<file path="config.mk">
export PLATFORM = sky130hd
export DESIGN_NAME = stc_a_dn_pipe
export DESIGN_NICKNAME = d
export VERILOG_FILES = /design/src/rtl/stc_dn_pkg.sv /design/src/rtl/stc_dn_stage.sv /design/src/rtl/stc_a_dn_pipe.sv
export SDC_FILE = /design/constraint.sdc
export NUM_CORES = 1
export LEC_CHECK = 0
export ABC_AREA = 1
export CORE_AREA = 2 2 432 434
export DETAILED_ROUTE_END_ITERATION = 6
export DIE_AREA = 0 0 434 436
export PLACE_DENSITY_LB_ADDON = 0.25
export SYNTH_ARGS = -nofsm -noshare
export SYNTH_HDL_FRONTEND = slang
export SYNTH_SLANG_ARGS = --single-unit
</file>
<file path="constraint.sdc">
create_clock -name clk -period 1.6 [get_ports clk]
set_input_delay 0.32 -clock clk [delete_from_list [all_inputs] [get_ports clk]]
set_output_delay 0.32 -clock clk [all_outputs]
set_load 0.02 [all_outputs]
</file>
<file path="src/rtl/stc_dn_pkg.sv">
// -----------------------------------------------------------------------------
// stc_dn_pkg
// Shared definitions for the sparse tensor core operand distribution networks
// (A and B side).
//   - Default element width, lanes per PE and PE count.
//   - lane_offset(): bit offset of a (pe, lane) element inside a flattened
//     broadcast word laid out PE-major, lane-minor.
// -----------------------------------------------------------------------------
package stc_dn_pkg;

  localparam int unsigned DN_DW_DATA = 16;  // bits per operand element
  localparam int unsigned DN_N       = 16;  // lanes per PE
  localparam int unsigned DN_N_PE    = 4;   // PEs fed by one vector

  // PE p owns n_lanes consecutive elements; lane l of PE p sits at element
  // index p*n_lanes + l.
  function automatic int unsigned lane_offset(
    input int unsigned pe,
    input int unsigned lane,
    input int unsigned n_lanes,
    input int unsigned dw
  );
    return (pe * n_lanes + lane) * dw;
  endfunction

endpackage : stc_dn_pkg

</file>
<file path="src/rtl/stc_dn_stage.sv">
// -----------------------------------------------------------------------------
// stc_dn_stage
// One stallable pipeline register of a distribution network. Holds a
// valid/last/data beat and accepts a new beat when it is empty or when its
// current beat leaves on the same edge, so bubbles are squeezed out.
//
// Ports
//   clk, rst_n     : clock, asynchronous active-low reset
//   in_valid_i     : upstream beat valid
//   in_last_i      : upstream beat is the last of its sequence
//   in_data_i[W]   : upstream broadcast word
//   in_ready_o     : this stage takes the upstream beat this cycle
//   out_valid_o    : held beat valid
//   out_last_o     : held beat is last (only meaningful with out_valid_o)
//   out_data_o[W]  : held broadcast word
//   out_ready_i    : downstream takes the held beat this cycle
// -----------------------------------------------------------------------------
module stc_dn_stage #(
  parameter int unsigned W = 1024
) (
  input  logic         clk,
  input  logic         rst_n,
  input  logic         in_valid_i,
  input  logic         in_last_i,
  input  logic [W-1:0] in_data_i,
  output logic         in_ready_o,
  output logic         out_valid_o,
  output logic         out_last_o,
  output logic [W-1:0] out_data_o,
  input  logic         out_ready_i
);

  logic         valid_q;
  logic         last_q;
  logic [W-1:0] data_q;

  assign in_ready_o = !valid_q || out_ready_i;

  always_ff @(posedge clk or negedge rst_n) begin
    if (!rst_n) begin
      // NOTE: the data word is reset too (not just valid) because the
      // outputs must read all-zero while reset is asserted.
      valid_q <= 1'b0;
      last_q  <= 1'b0;
      data_q  <= '0;
    end else if (in_ready_o) begin
      // NOTE: non-blocking assignments keep every register sampling the
      // pre-edge values, independent of statement order.
      valid_q <= in_valid_i;
      last_q  <= in_valid_i && in_last_i;
      // Data only moves with a real beat; a bubble leaves the old word
      // parked, which is harmless behind valid_q = 0.
      if (in_valid_i) begin
        data_q <= in_data_i;
      end
    end
  end

  assign out_valid_o = valid_q;
  assign out_last_o  = last_q;
  assign out_data_o  = data_q;

endmodule : stc_dn_stage

</file>
<file path="src/rtl/stc_a_dn_pipe.sv">
// -----------------------------------------------------------------------------
// stc_a_dn_pipe
// A-operand distribution network for the sparse tensor core. Accepts one
// N_PE-element A vector per valid/ready transfer, replays it for in_reuse+1
// beats, and broadcasts each masked element to the N lanes of its PE through
// an N_STAGE-deep fully stallable pipeline.
//
// Ports
//   clk        : clock, rising edge
//   reset      : asynchronous active-low reset
//   in_valid   : input vector valid
//   in_ready   : block accepts a vector this cycle
//   in_a       : A vector, PE p at [p*DW_DATA +: DW_DATA]
//   in_mask    : per-PE enable, 0 zeroes that PE's lanes
//   in_reuse   : output beats for this vector minus one
//   out_valid  : output beat valid
//   out_ready  : PE array accepts the beat
//   out_a      : PE p at [p*N*DW_DATA +: N*DW_DATA], N copies of its element
//   out_last   : final beat of the current vector
//
// Build option
//   STC_A_DN_ZERO_SKIP_EN : when defined, a vector whose masked elements are
//   all zero completes its handshake but produces no beats.
// -----------------------------------------------------------------------------
module stc_a_dn_pipe
  import stc_dn_pkg::*;
#(
  parameter int unsigned N       = DN_N,
  parameter int unsigned DW_DATA = DN_DW_DATA,
  parameter int unsigned N_PE    = DN_N_PE,
  parameter int unsigned N_STAGE = 2,
  parameter int unsigned CNT_W   = 8
) (
  input  logic                      clk,
  input  logic                      reset,
  input  logic                      in_valid,
  output logic                      in_ready,
  input  logic [N_PE*DW_DATA-1:0]   in_a,
  input  logic [N_PE-1:0]           in_mask,
  input  logic [CNT_W-1:0]          in_reuse,
  output logic                      out_valid,
  input  logic                      out_ready,
  output logic [N_PE*N*DW_DATA-1:0] out_a,
  output logic                      out_last
);

  localparam int unsigned OW = N_PE * N * DW_DATA;

  // ---------------------------------------------------------------------------
  // Pipeline node bundle. Node 0 is the issue register, nodes 1..N_STAGE-1
  // are stc_dn_stage instances. node_rdy[k] means "whatever consumes node k
  // takes its beat this cycle".
  // ---------------------------------------------------------------------------
  logic          node_valid [N_STAGE];
  logic          node_last  [N_STAGE];
  logic [OW-1:0] node_data  [N_STAGE];
  logic          node_rdy   [N_STAGE];

  // ---------------------------------------------------------------------------
  // Issue register (stage 0)
  // ---------------------------------------------------------------------------
  logic                    issue_valid_q, issue_valid_d;
  logic [N_PE*DW_DATA-1:0] issue_a_q,     issue_a_d;
  logic [N_PE-1:0]         issue_mask_q,  issue_mask_d;
  logic [CNT_W-1:0]        issue_reuse_q, issue_reuse_d;
  logic [CNT_W-1:0]        issue_cnt_q,   issue_cnt_d;

  logic          issue_is_last;
  logic          issue_adv;
  logic          in_fire;
  logic          in_live;
  logic [OW-1:0] issue_word;

  assign issue_is_last = (issue_cnt_q == issue_reuse_q);
  assign issue_adv     = issue_valid_q && node_rdy[0];

  // The slot frees up on the edge that moves the last beat out, so a waiting
  // vector is taken with no bubble.
  assign in_ready = !issue_valid_q || (issue_is_last && issue_adv);
  assign in_fire  = in_valid && in_ready;

`ifdef STC_A_DN_ZERO_SKIP_EN
  // A vector only occupies the issue slot if some masked element is nonzero.
  always_comb begin
    in_live = 1'b0;
    for (int p = 0; p < int'(N_PE); p++) begin
      if (in_mask[p] && (in_a[p*DW_DATA +: DW_DATA] != '0)) begin
        in_live = 1'b1;
      end
    end
  end
`else
  assign in_live = 1'b1;
`endif

  always_comb begin
    // NOTE: every _d gets its hold value first so no path leaves it
    // unassigned, which would otherwise infer a latch.
    issue_valid_d = issue_valid_q;
    issue_a_d     = issue_a_q;
    issue_mask_d  = issue_mask_q;
    issue_reuse_d = issue_reuse_q;
    issue_cnt_d   = issue_cnt_q;

    if (issue_adv) begin
      if (issue_is_last) begin
        issue_valid_d = 1'b0;
      end else begin
        issue_cnt_d = issue_cnt_q + CNT_W'(1);
      end
    end

    // Capture only happens when the slot is empty or its last beat is
    // leaving, so it cleanly overrides the advance above.
    if (in_fire) begin
      issue_valid_d = in_live;
      issue_a_d     = in_a;
      issue_mask_d  = in_mask;
      issue_reuse_d = in_reuse;
      issue_cnt_d   = '0;
    end
  end

  always_ff @(posedge clk or negedge reset) begin
    if (!reset) begin
      issue_valid_q <= 1'b0;
      issue_a_q     <= '0;
      issue_mask_q  <= '0;
      issue_reuse_q <= '0;
      issue_cnt_q   <= '0;
    end else begin
      issue_valid_q <= issue_valid_d;
      issue_a_q     <= issue_a_d;
      issue_mask_q  <= issue_mask_d;
      issue_reuse_q <= issue_reuse_d;
      issue_cnt_q   <= issue_cnt_d;
    end
  end

  // Broadcast each masked element across its PE's N lanes.
  always_comb begin
    issue_word = '0;
    for (int p = 0; p < int'(N_PE); p++) begin
      for (int l = 0; l < int'(N); l++) begin
        issue_word[lane_offset(p, l, N, DW_DATA) +: DW_DATA] =
          issue_mask_q[p] ? issue_a_q[p*DW_DATA +: DW_DATA] : '0;
      end
    end
  end

  assign node_valid[0] = issue_valid_q;
  // Gated with valid so out_last reads 0 when N_STAGE=1 and the slot is empty.
  assign node_last[0]  = issue_valid_q && issue_is_last;
  assign node_data[0]  = issue_word;

  // ---------------------------------------------------------------------------
  // Stages 1..N_STAGE-1
  // ---------------------------------------------------------------------------
  for (genvar k = 1; k < int'(N_STAGE); k++) begin : g_stage
    stc_dn_stage #(
      .W (OW)
    ) u_stage (
      .clk         (clk),
      .rst_n       (reset),
      .in_valid_i  (node_valid[k-1]),
      .in_last_i   (node_last[k-1]),
      .in_data_i   (node_data[k-1]),
      .in_ready_o  (node_rdy[k-1]),
      .out_valid_o (node_valid[k]),
      .out_last_o  (node_last[k]),
      .out_data_o  (node_data[k]),
      .out_ready_i (node_rdy[k])
    );
  end : g_stage

  assign node_rdy[N_STAGE-1] = out_ready;

  assign out_valid = node_valid[N_STAGE-1];
  assign out_last  = node_last[N_STAGE-1];
  assign out_a     = node_data[N_STAGE-1];

endmodule : stc_a_dn_pipe

</file>
# --- Word-level counts from Yosys, hierarchy flattened ---
# Index checks and enable logic that the tools add are counted.
totals:
  register_bits: 1111
  in_bits: 80
  elab_cells: 35
op_classes:
  add_sub_neg: 1
  n_eq_ne: 2
  muxes: 10
  n_reduce_logical: 14
op_table:
  columns: ["cell", "n"]
  rows:
  - ["16-bit two-way mux", 4]
  - ["8-bit two-way mux", 3]
  - ["8-bit by 1-bit adder with 8-bit output, second input constant", 1]
  - ["8-bit == test", 1]
  - ["2-bit AND reduction", 3]
  - ["1-bit logical AND", 5]
  - ["2-bit nonzero test", 2]
  - ["1-bit two-way mux", 3]
  - ["1-bit logical NOT", 2]
  - ["1-bit logical OR", 2]
  - ["2-bit by 1-bit inequality test with 1-bit output, second input constant", 1]

# --- Logic depth before layout (Yosys ltp) ---
# Gate-level depths: netlist of run 1.
logic_depth:
  word_depth: 8
  mapped_depth: 11

# --- By module ---
# Synthesis of run 1 repeated with hierarchy kept, for this count alone.
hier_totals:
  cells_unflattened: 5024
  hier_area_um2: 44421.4
modules_own_cells:
  columns: ["module", "instances", "cells_each", "area_each_um2", "seq_area_each_um2"]
  rows:
  - ["stc_dn_stage", 1, 4446, 40194.8, 25674.6]
  - ["stc_a_dn_pipe", 1, 578, 4226.6, 2127.0]

# --- Least setup slack after synthesis of run 1 ---
# Ideal clock, no wire load.
synth_timing:
  path_type: "register to output"
  start: "register g_stage[1].u_stage.valid_q"
  end: "output in_ready"
  t_arrival_ns: 1.219
  required_ns: 1.280
  setup_slack_ns: 0.061
  path_stages_with_launch: 7
  n_path_buf: 1
  cell_sequence: "dfrtp_1 -> inv_1 -> nor2_1 -> nor2_2 -> nand3_2 -> nand2_2 -> buf_2"
synth_via:
  elab_chain_len: 5
synth_lines:
  columns: ["item", "line_no", "source"]
  rows:
  - ["start, declared", "stc_dn_stage.sv:33", "logic valid_q;"]
  - ["start signal, assigned", "stc_dn_stage.sv:49", "valid_q <= in_valid_i;"]
  - ["1-bit logical NOT", "stc_dn_stage.sv:37", "assign in_ready_o = !valid_q || out_ready_i;"]
  - ["1-bit logical OR", "stc_dn_stage.sv:37", null]
  - ["1-bit logical AND", "stc_a_dn_pipe.sv:75", "assign issue_adv = issue_valid_q && node_rdy[0];"]
  - ["1-bit logical AND", "stc_a_dn_pipe.sv:79", "assign in_ready = !issue_valid_q || (issue_is_last && issue_adv);"]
  - ["1-bit logical OR", "stc_a_dn_pipe.sv:79", null]
  - ["end, declared", "stc_a_dn_pipe.sv:37", "output logic in_ready,"]
# Every way passes these cells.

# --- Worst setup path in the final report of run 1 ---
layout_timing:
  start: "register issue_reuse_q[1]"
  end: "output in_ready"
layout_via:
  elab_chain_len: 3
layout_lines:
  columns: ["item", "line_no", "source"]
  rows:
  - ["start, declared", "stc_a_dn_pipe.sv:65", "logic [CNT_W-1:0] issue_reuse_q, issue_reuse_d;"]
  - ["start signal, assigned", "stc_a_dn_pipe.sv:135", "issue_reuse_q <= issue_reuse_d;"]
  - ["8-bit == test", "stc_a_dn_pipe.sv:74", "assign issue_is_last = (issue_cnt_q == issue_reuse_q);"]
  - ["1-bit logical AND", "stc_a_dn_pipe.sv:79", null]
  - ["1-bit logical OR", "stc_a_dn_pipe.sv:79", null]
# Every way passes these cells.

==> impl_metrics.tcl, run 1 <==
set metrics [dict create \
    final.setup.tns_ns -69.70 \
    clk_pin_slew_ns 0.07 \
    die_x_um 434 \
    start_kind "register" \
    vdd_drop_max_uv 793 \
    status "complete, but fails checks" \
    p_comb_share_pct 80.4 \
    worst-r2r-cell-count 12 \
    power_switching_share_pct 51.9 \
    antenna_left 0 \
    netlist_top_cells_count "buf_4 (961), nand2_1 (322), dfrtp_1 (151), nand3_1 (151), clkbuf_1 (23)" \
    ctsHtreeMaxLevel 4 \
    synth.top_cells.by_area "buf_4 (54%), dfrtp_1 (28%), nand2_1 (9.0%), nand3_1 (5.6%), buf_2 (0.71%)" \
    start_util_pct 7.26 \
    drive_above_1_share_pct 67.9 \
    top_layer "met5" \
    p_sw_mw 29.9 \
    seq_area_frac_synth_pct 28.2 \
    rr_endpoint "issue_mask_q[1]$_DFFE_PN0P_" \
    synth_cell_types 21 \
    dieArea_mm2 0.189 \
    critPathKind "register to output port" \
    cp_max_fo 2 \
    met1_length_um 29200 \
    grtUsageTotal_pct 6.47 \
    p_int_mw 27.7 \
    routed_wirelength_um 70700 \
    wl_per_cell_um 15.3 \
    synth_cells 1677 \
    r2r-start "issue_reuse_q[1]$_DFFE_PN0P_" \
    nNetsFinal 2198 \
    hold_end "issue_reuse_q[1]$_DFFE_PN0P_" \
    die_y_um 436 \
    hold_viol 0 \
    synth_edf_count 0 \
    grt_pass1_wl_um 85200 \
    cts_root_buf "clkbuf_16" \
    wl_met2_um 37400 \
    timing.final.max_slew_violations 0 \
    vias_per_cell 2.38 \
    fillCellCount 21414 \
    syn_to_final_growth_pct 69.3 \
    utilization_pct 12.3 \
    clock.fmax_mhz 470 \
    grt.overflow.total 0 \
    drc 0 \
    io_buffers 1106 \
    ys.flop_type "dfrtp_1" \
    violations "negative setup slack" \
    core_mm2 0.185 \
    fin_ws_ns -0.528 \
    min_period_ns 2.13 \
    vias 11002 \
    synth_seq_cells 151 \
    finClkSkew_ns 0.0186 \
    drt_pass1_iterations 4 \
    leakage_nw 11.8 \
    hold_path_class "input port to register" \
    antenna_found_initial 12 \
    cts.sinks 151 \
    drtIter0Drc 317 \
    syn-cell-area_mm2 0.0134 \
    grt_pass1_vias 10017 \
    wl_met3_um 3210 \
    rsz0062_at_grt "yes" \
    holdPathStages 3 \
    numCtsBuffers 17 \
    slew_headroom_pct 57.0 \
    clock_latency_ns 0.49 \
    cts_max_path_buffers 2 \
    io_pins 1107 \
    setup_viol 491 \
    maxCapViolations 0 \
    placementRows 158 \
    dp_hpwl_um 48500 \
    yosysMostFrequentCell "buf_4" \
    async_reset_ff_share_pct 100 \
    cp_data_arrival_time_ns 1.81 \
    worstMarginPinSlew_ns 0.646 \
    avgSynthCellArea_um2 8.00 \
    dp_slack_ns -0.531 \
    synth_area_leader_cell "buf_4" \
    netlist.area_leader.share_pct 53.8 \
    r2r_setup_slack_ns -0.49 \
    syn_nets 1758 \
    power_frac_clock_pct 7.7 \
    crit_required_ns 1.28 \
    seqPwrFrac_pct 11.9 \
    gp_congestion 0.674 \
    finalCritPeriodShare_pct 133 \
    yosysWarningCount 0 \
    cp-end-kind "output port" \
    holdCritStartpoint "in_valid" \
    cts_tree "yes" \
    total_power_mw 57.6 \
    powerDensity_mw_per_mm2 2540 \
    grt_max_degree 42 \
]
==> worst max path at each step <==
stage          slack, ns  depth (start not counted)                                        from                           to
6_report           -0.53                          7                issue_reuse_q[1]$_DFFE_PN0P_                     in_ready
5_1_grt            -0.66                          7                issue_reuse_q[4]$_DFFE_PN0P_                     in_ready
4_1_cts            -0.66                          7                issue_reuse_q[6]$_DFFE_PN0P_                     in_ready
3_5_place_dp       -0.53                          9                                   out_ready  issue_mask_q[1]$_DFFE_PN0P_
3_3_place_gp       -0.54                          9                                   out_ready  issue_mask_q[1]$_DFFE_PN0P_
2_1_floorplan       0.06                          6  g_stage[1].u_stage.out_valid_o$_DFFE_PN0N_                     in_ready
==> cell usage in the layout (no fill, tap or decap), types with 2 or more instances in the layout <==
cell type,n
nor3_1,2
dfrtp_2,13
clkbuf_2,113
nand3_2,4
buf_12,107
clkdlybuf4s50_1,77
clkbuf_8,3
clkbuf_16,39
clkinvlp_4,3
inv_1,15
nand2_8,4
buf_6,247
bufinv_16,2
nand2_1,285
nor2_4,3
nand3_4,3
buf_2,399
dfrtp_1,138
inv_6,7
buf_16,3
buf_4,399
clkdlybuf4s15_1,2
diode_2,3
nand4_1,3
buf_8,54
xnor2_1,3
nand3_1,145
nand2_2,37
nor2_1,7
==> logic make-up (layout without fill, tap and decap cells) <==
kind of cell             count (synthesis)  in the layout  share of synthesized area [%]
adder cells (fa/ha/maj)                  1              1                         0.0933
AO/OA/AOI/OAI                            2              2                         0.0745
AND/OR/NAND/NOR                        492            494                           15.4
XOR/XNOR                                 5              5                          0.326
other                                    0              3                              0
buffers and inverters                 1026           1477                           55.9
flip-flops                             151            151                           28.2
==> layout make-up <==
class	count	area (µm²)	area share [%]
Tap cell	2480	3100	13.7
Timing Repair Buffer	1427	12800	56.2
Sequential cell	151	3790	16.7
Antenna cell	3	7.51	0.0331
Clock inverter	12	140	0.617
Inverter	18	75.1	0.331
Multi-Input combinational cell	502	2370	10.4
Clock buffer	20	457	2.01
==> power groups by stage <==
stage / combinational [mW] / clock, mW / sequential [mW]
after floorplan: 28.8 / 0 / 8.88
after global placement: 46.1 / 0 / 6.78
after detailed placement: 45.8 / 0 / 6.77
after CTS: 42.7 / 4.70 / 6.69
after global routing: 48.7 / 4.83 / 7.05
final: 46.3 / 4.45 / 6.84
==> metal layers <==
metal,track usage (%),vias up
li1,-,5125
met2,11.9,489
met3,1.24,43
met5,0,-
met1,7.47,5341
met4,1.95,4
==> critical path, cell delays in order (launching register included) <==
cell,delay [ns]
dfrtp_1,0.41
xnor2_1,0.18
nand2_2,0.10
nor2_4,0.17
nand3_4,0.12
nand2_8,0.10
buf_12,0.12
buf_8,0.11
==> flip-flops by register name (all words and copies together), names as in the netlist <==
name,flops
issue_mask_q,4
issue_valid_q,1
g_stage.u_stage.out_valid_o,1
issue_a_q,64
g_stage.u_stage.out_last_o,1
g_stage.u_stage.out_data_o,64
issue_reuse_q,8
issue_cnt_q,8
==> through the flow <==
step / cell area, µm² / instances / hold WS, ns
2_1_floorplan: 13400 / 1677 / 0.0244
3_3_place_gp: 22100 / 4377 / 0.298
3_5_place_dp: 22100 / 4377 / 0.293
4_1_cts: 20700 / 4522 / 0.244
5_1_grt: 22700 / 4612 / 0.315
6_report: 22700 / 4613 / 0.318
==> what timing repair did <==
| action | CTS | global route |
|---|---|---|
| gates cloned | 2 | 29 |
| buffers inserted | 110 | 68 |
| pin swaps | 5 | 14 |
| endpoints found under the setup margin | 1119 | 964 |
| endpoints found under the hold margin | 22 | 0 |
| hold buffers | 1 | 0 |
| resized for setup | 4114 | 653 |
Power figures use the tool's default switching activity.
==> run 2: changes to the inputs <==
--- a/config.mk
+++ b/config.mk
@@ -6,10 +6,11 @@
 export NUM_CORES = 1
 export LEC_CHECK = 0
 export ABC_AREA = 1
+export CAP_MARGIN = 20
 export CORE_AREA = 2 2 432 434
 export DETAILED_ROUTE_END_ITERATION = 6
 export DIE_AREA = 0 0 434 436
-export PLACE_DENSITY_LB_ADDON = 0.25
+export PLACE_DENSITY = 0.36
 export SYNTH_ARGS = -nofsm -noshare
 export SYNTH_HDL_FRONTEND = slang
 export SYNTH_SLANG_ARGS = --single-unit
==> run 2 against run 1 <==
Effect of this change:
- die area unchanged
- non-clock buffer count grew 11
- count of clock-buffer cells in the layout shrank 2
- sequential share of layout area increased by 0.55 points
- clock power decreased by 8.5%
- first-iteration DRC count fell by 7.9%
- largest cell class unchanged
- the flow still finishes with violations (negative setup slack)
==> impl_metrics.tcl, run 2 (synthesis gave the netlist of run 1 again) <==
set metrics [dict create \
    timing.final.max_slew_violations 0 \
    cp_max_fo 2 \
    io_buffers 1106 \
    cp_data_arrival_time_ns 1.82 \
    antenna_left 0 \
    clock_latency_ns 0.51 \
    min_period_ns 2.14 \
    placedInstanceArea_mm2 0.0222 \
    cts.sinks 151 \
    hold_viol 0 \
    placementRows 158 \
    antenna_found_initial 13 \
    slowest_stage "dfrtp_1" \
    placedCellCount 4389 \
    p_comb_share_pct 80.4 \
    drive_above_1_share_pct 66.3 \
    syn_to_final_growth_pct 63.6 \
    cp-end-kind "output port" \
    die_x_um 434 \
    setup_viol 539 \
    ctsHtreeMaxLevel 4 \
    gp_congestion 0.649 \
    status "complete, but fails checks" \
    start_kind "register" \
    grt.overflow.total 0 \
    power_frac_clock_pct 7.4 \
    drc 0 \
    die_y_um 436 \
    vias 10874 \
    rsz0062_at_grt "yes" \
    grtUsageTotal_pct 6.31 \
    finalNonFillerCells 4623 \
    maxCapViolations 0 \
    path_buf_inv 3 \
    vdd_drop_max_uv 802 \
    layout_common_cells "buf_4 (571), nand2_1 (315), clkbuf_2 (288), buf_6 (217), buf_2 (152)" \
    routed_wirelength_um 64800 \
    final_common_cell "buf_4" \
    finalCritPeriodShare_pct 134 \
    grt_pass1_wl_um 83300 \
    cts_tree "yes" \
    dp_hpwl_um 48300 \
    r2r_setup_slack_ns -0.29 \
    cp_top_family "flip-flops" \
    final.setup.tns_ns -61.82 \
    p_sw_mw 28.9 \
    crit_top_cell "buf_12" \
    leakage_nw 11.5 \
    clock.fmax_mhz 467 \
    clk_pin_slew_ns 0.06 \
    crit_required_ns 1.28 \
    numCtsBuffers 17 \
    cts_root_buf "clkbuf_16" \
    dp_slack_ns -0.407 \
    vias_per_cell 2.35 \
    power_switching_share_pct 52.2 \
    p_int_mw 26.5 \
    cts_max_path_buffers 2 \
    final_area_mm2 0.0219 \
    seqPwrFrac_pct 12.2 \
    drtIter0Drc 292 \
    violations "negative setup slack" \
    path_cells "xnor2_2 > nand2_2 > nor2_4 > buf_6 > nand3_4 > nand2_4 > buf_12 > buf_12" \
    io_pins 1107 \
    start_util_pct 7.26 \
    worstMarginPinSlew_ns 0.715 \
    hold_path_class "input port to register" \
    drt_pass1_iterations 4 \
    nNetsFinal 2207 \
    powerDensity_mw_per_mm2 2520 \
    finClkSkew_ns 0.0364 \
    grt_pass1_vias 10319 \
    critPathKind "register to output port" \
    grt_max_degree 45 \
    dieArea_mm2 0.189 \
    fin_ws_ns -0.541 \
    max_stage_delay_ns 0.40 \
    wl_per_cell_um 14.0 \
    core_mm2 0.185 \
    slew_headroom_pct 52.4 \
]
[run 2: changes by cell type in the layout (fill, tap and decap cells not counted), sizes merged, moves of 2 or more]
| cell | before | now |
|---|---|---|
| nand2 | 326 | 324 |
| bufinv | 2 | 0 |
| clkdlybuf4s15 | 3 | 1 |
| clkinv | 1 | 4 |
| clkbuf | 156 | 316 |
| buf | 1209 | 1059 |
[run 2: what timing repair did]
action	4_1_cts	5_1_grt
gates cloned	1	7
hold endpoints to repair	21	0
pin swaps	5	6
setup endpoints to repair	1107	1044
buffers inserted	117	86
gates resized for setup	2864	1356
hold buffers	1	0
[run 2: worst min-delay path, stage by stage]
cell	delay [ns]
buf_4	0.17
nand3_1	0.09
nand2_1	0.05
[run 2: stage by stage]
stage          hold slack, ns  power, mW  util [%]
2_1_floorplan          0.0244       37.7         -
3_3_place_gp            0.287       52.8      12.0
3_5_place_dp            0.290       52.6      12.0
4_1_cts                 0.134       56.4      12.0
5_1_grt                 0.188       58.5      11.9
6_report                0.192       55.4      11.9
[run 2: cell type report]
| class | instances | area, µm² |
|---|---|---|
| clock inverters | 14 | 114 |
| inverters | 18 | 73.8 |
| clock buffers | 18 | 429 |
| multi-input cells | 500 | 2200 |
| diodes | 4 | 10.0 |
| fillers | 21534 | 163000 |
| repair buffers | 1438 | 12200 |
| flip-flops and latches | 151 | 3790 |
| well taps | 2480 | 3100 |
[run 2: layer usage]
layer / vias to the layer above / wire, µm / GRT usage [%]
met1: 5217 / 25500 / 7.06
li1: 5131 / - / -
met5: - / 27 / 0
met2: 483 / 35000 / 11.9
met3: 39 / 3120 / 1.16
met4: 4 / 1220 / 1.99
[run 2: power by group through the flow]
stage / Clock, mW / Combinational [mW] / Sequential (mW)
finish: 4.07 / 44.5 / 6.76
global route: 4.44 / 47.1 / 6.98
CTS: 4.36 / 45.3 / 6.71
detailed placement: 0 / 45.8 / 6.79
global placement: 0 / 46.1 / 6.79
floorplan: 0 / 28.8 / 8.88
[run 2: path summary, 6_finish.rpt]
path / from / endpoint / depth (start not counted)
worst max-delay path: issue_cnt_q[5]$_DFFE_PN0P_ / in_ready / 8
worst min-delay path: in_valid / issue_reuse_q[7]$_DFFE_PN0P_ / 3
worst max register to register: issue_cnt_q[5]$_DFFE_PN0P_ / issue_a_q[41]$_DFFE_PN0P_ / 11
worst min register to register: issue_a_q[39]$_DFFE_PN0P_ / issue_a_q[39]$_DFFE_PN0P_ / 2
max in group asynchronous: reset / issue_a_q[34]$_DFFE_PN0P_ / 3
min in group asynchronous: reset / issue_a_q[10]$_DFFE_PN0P_ / 2
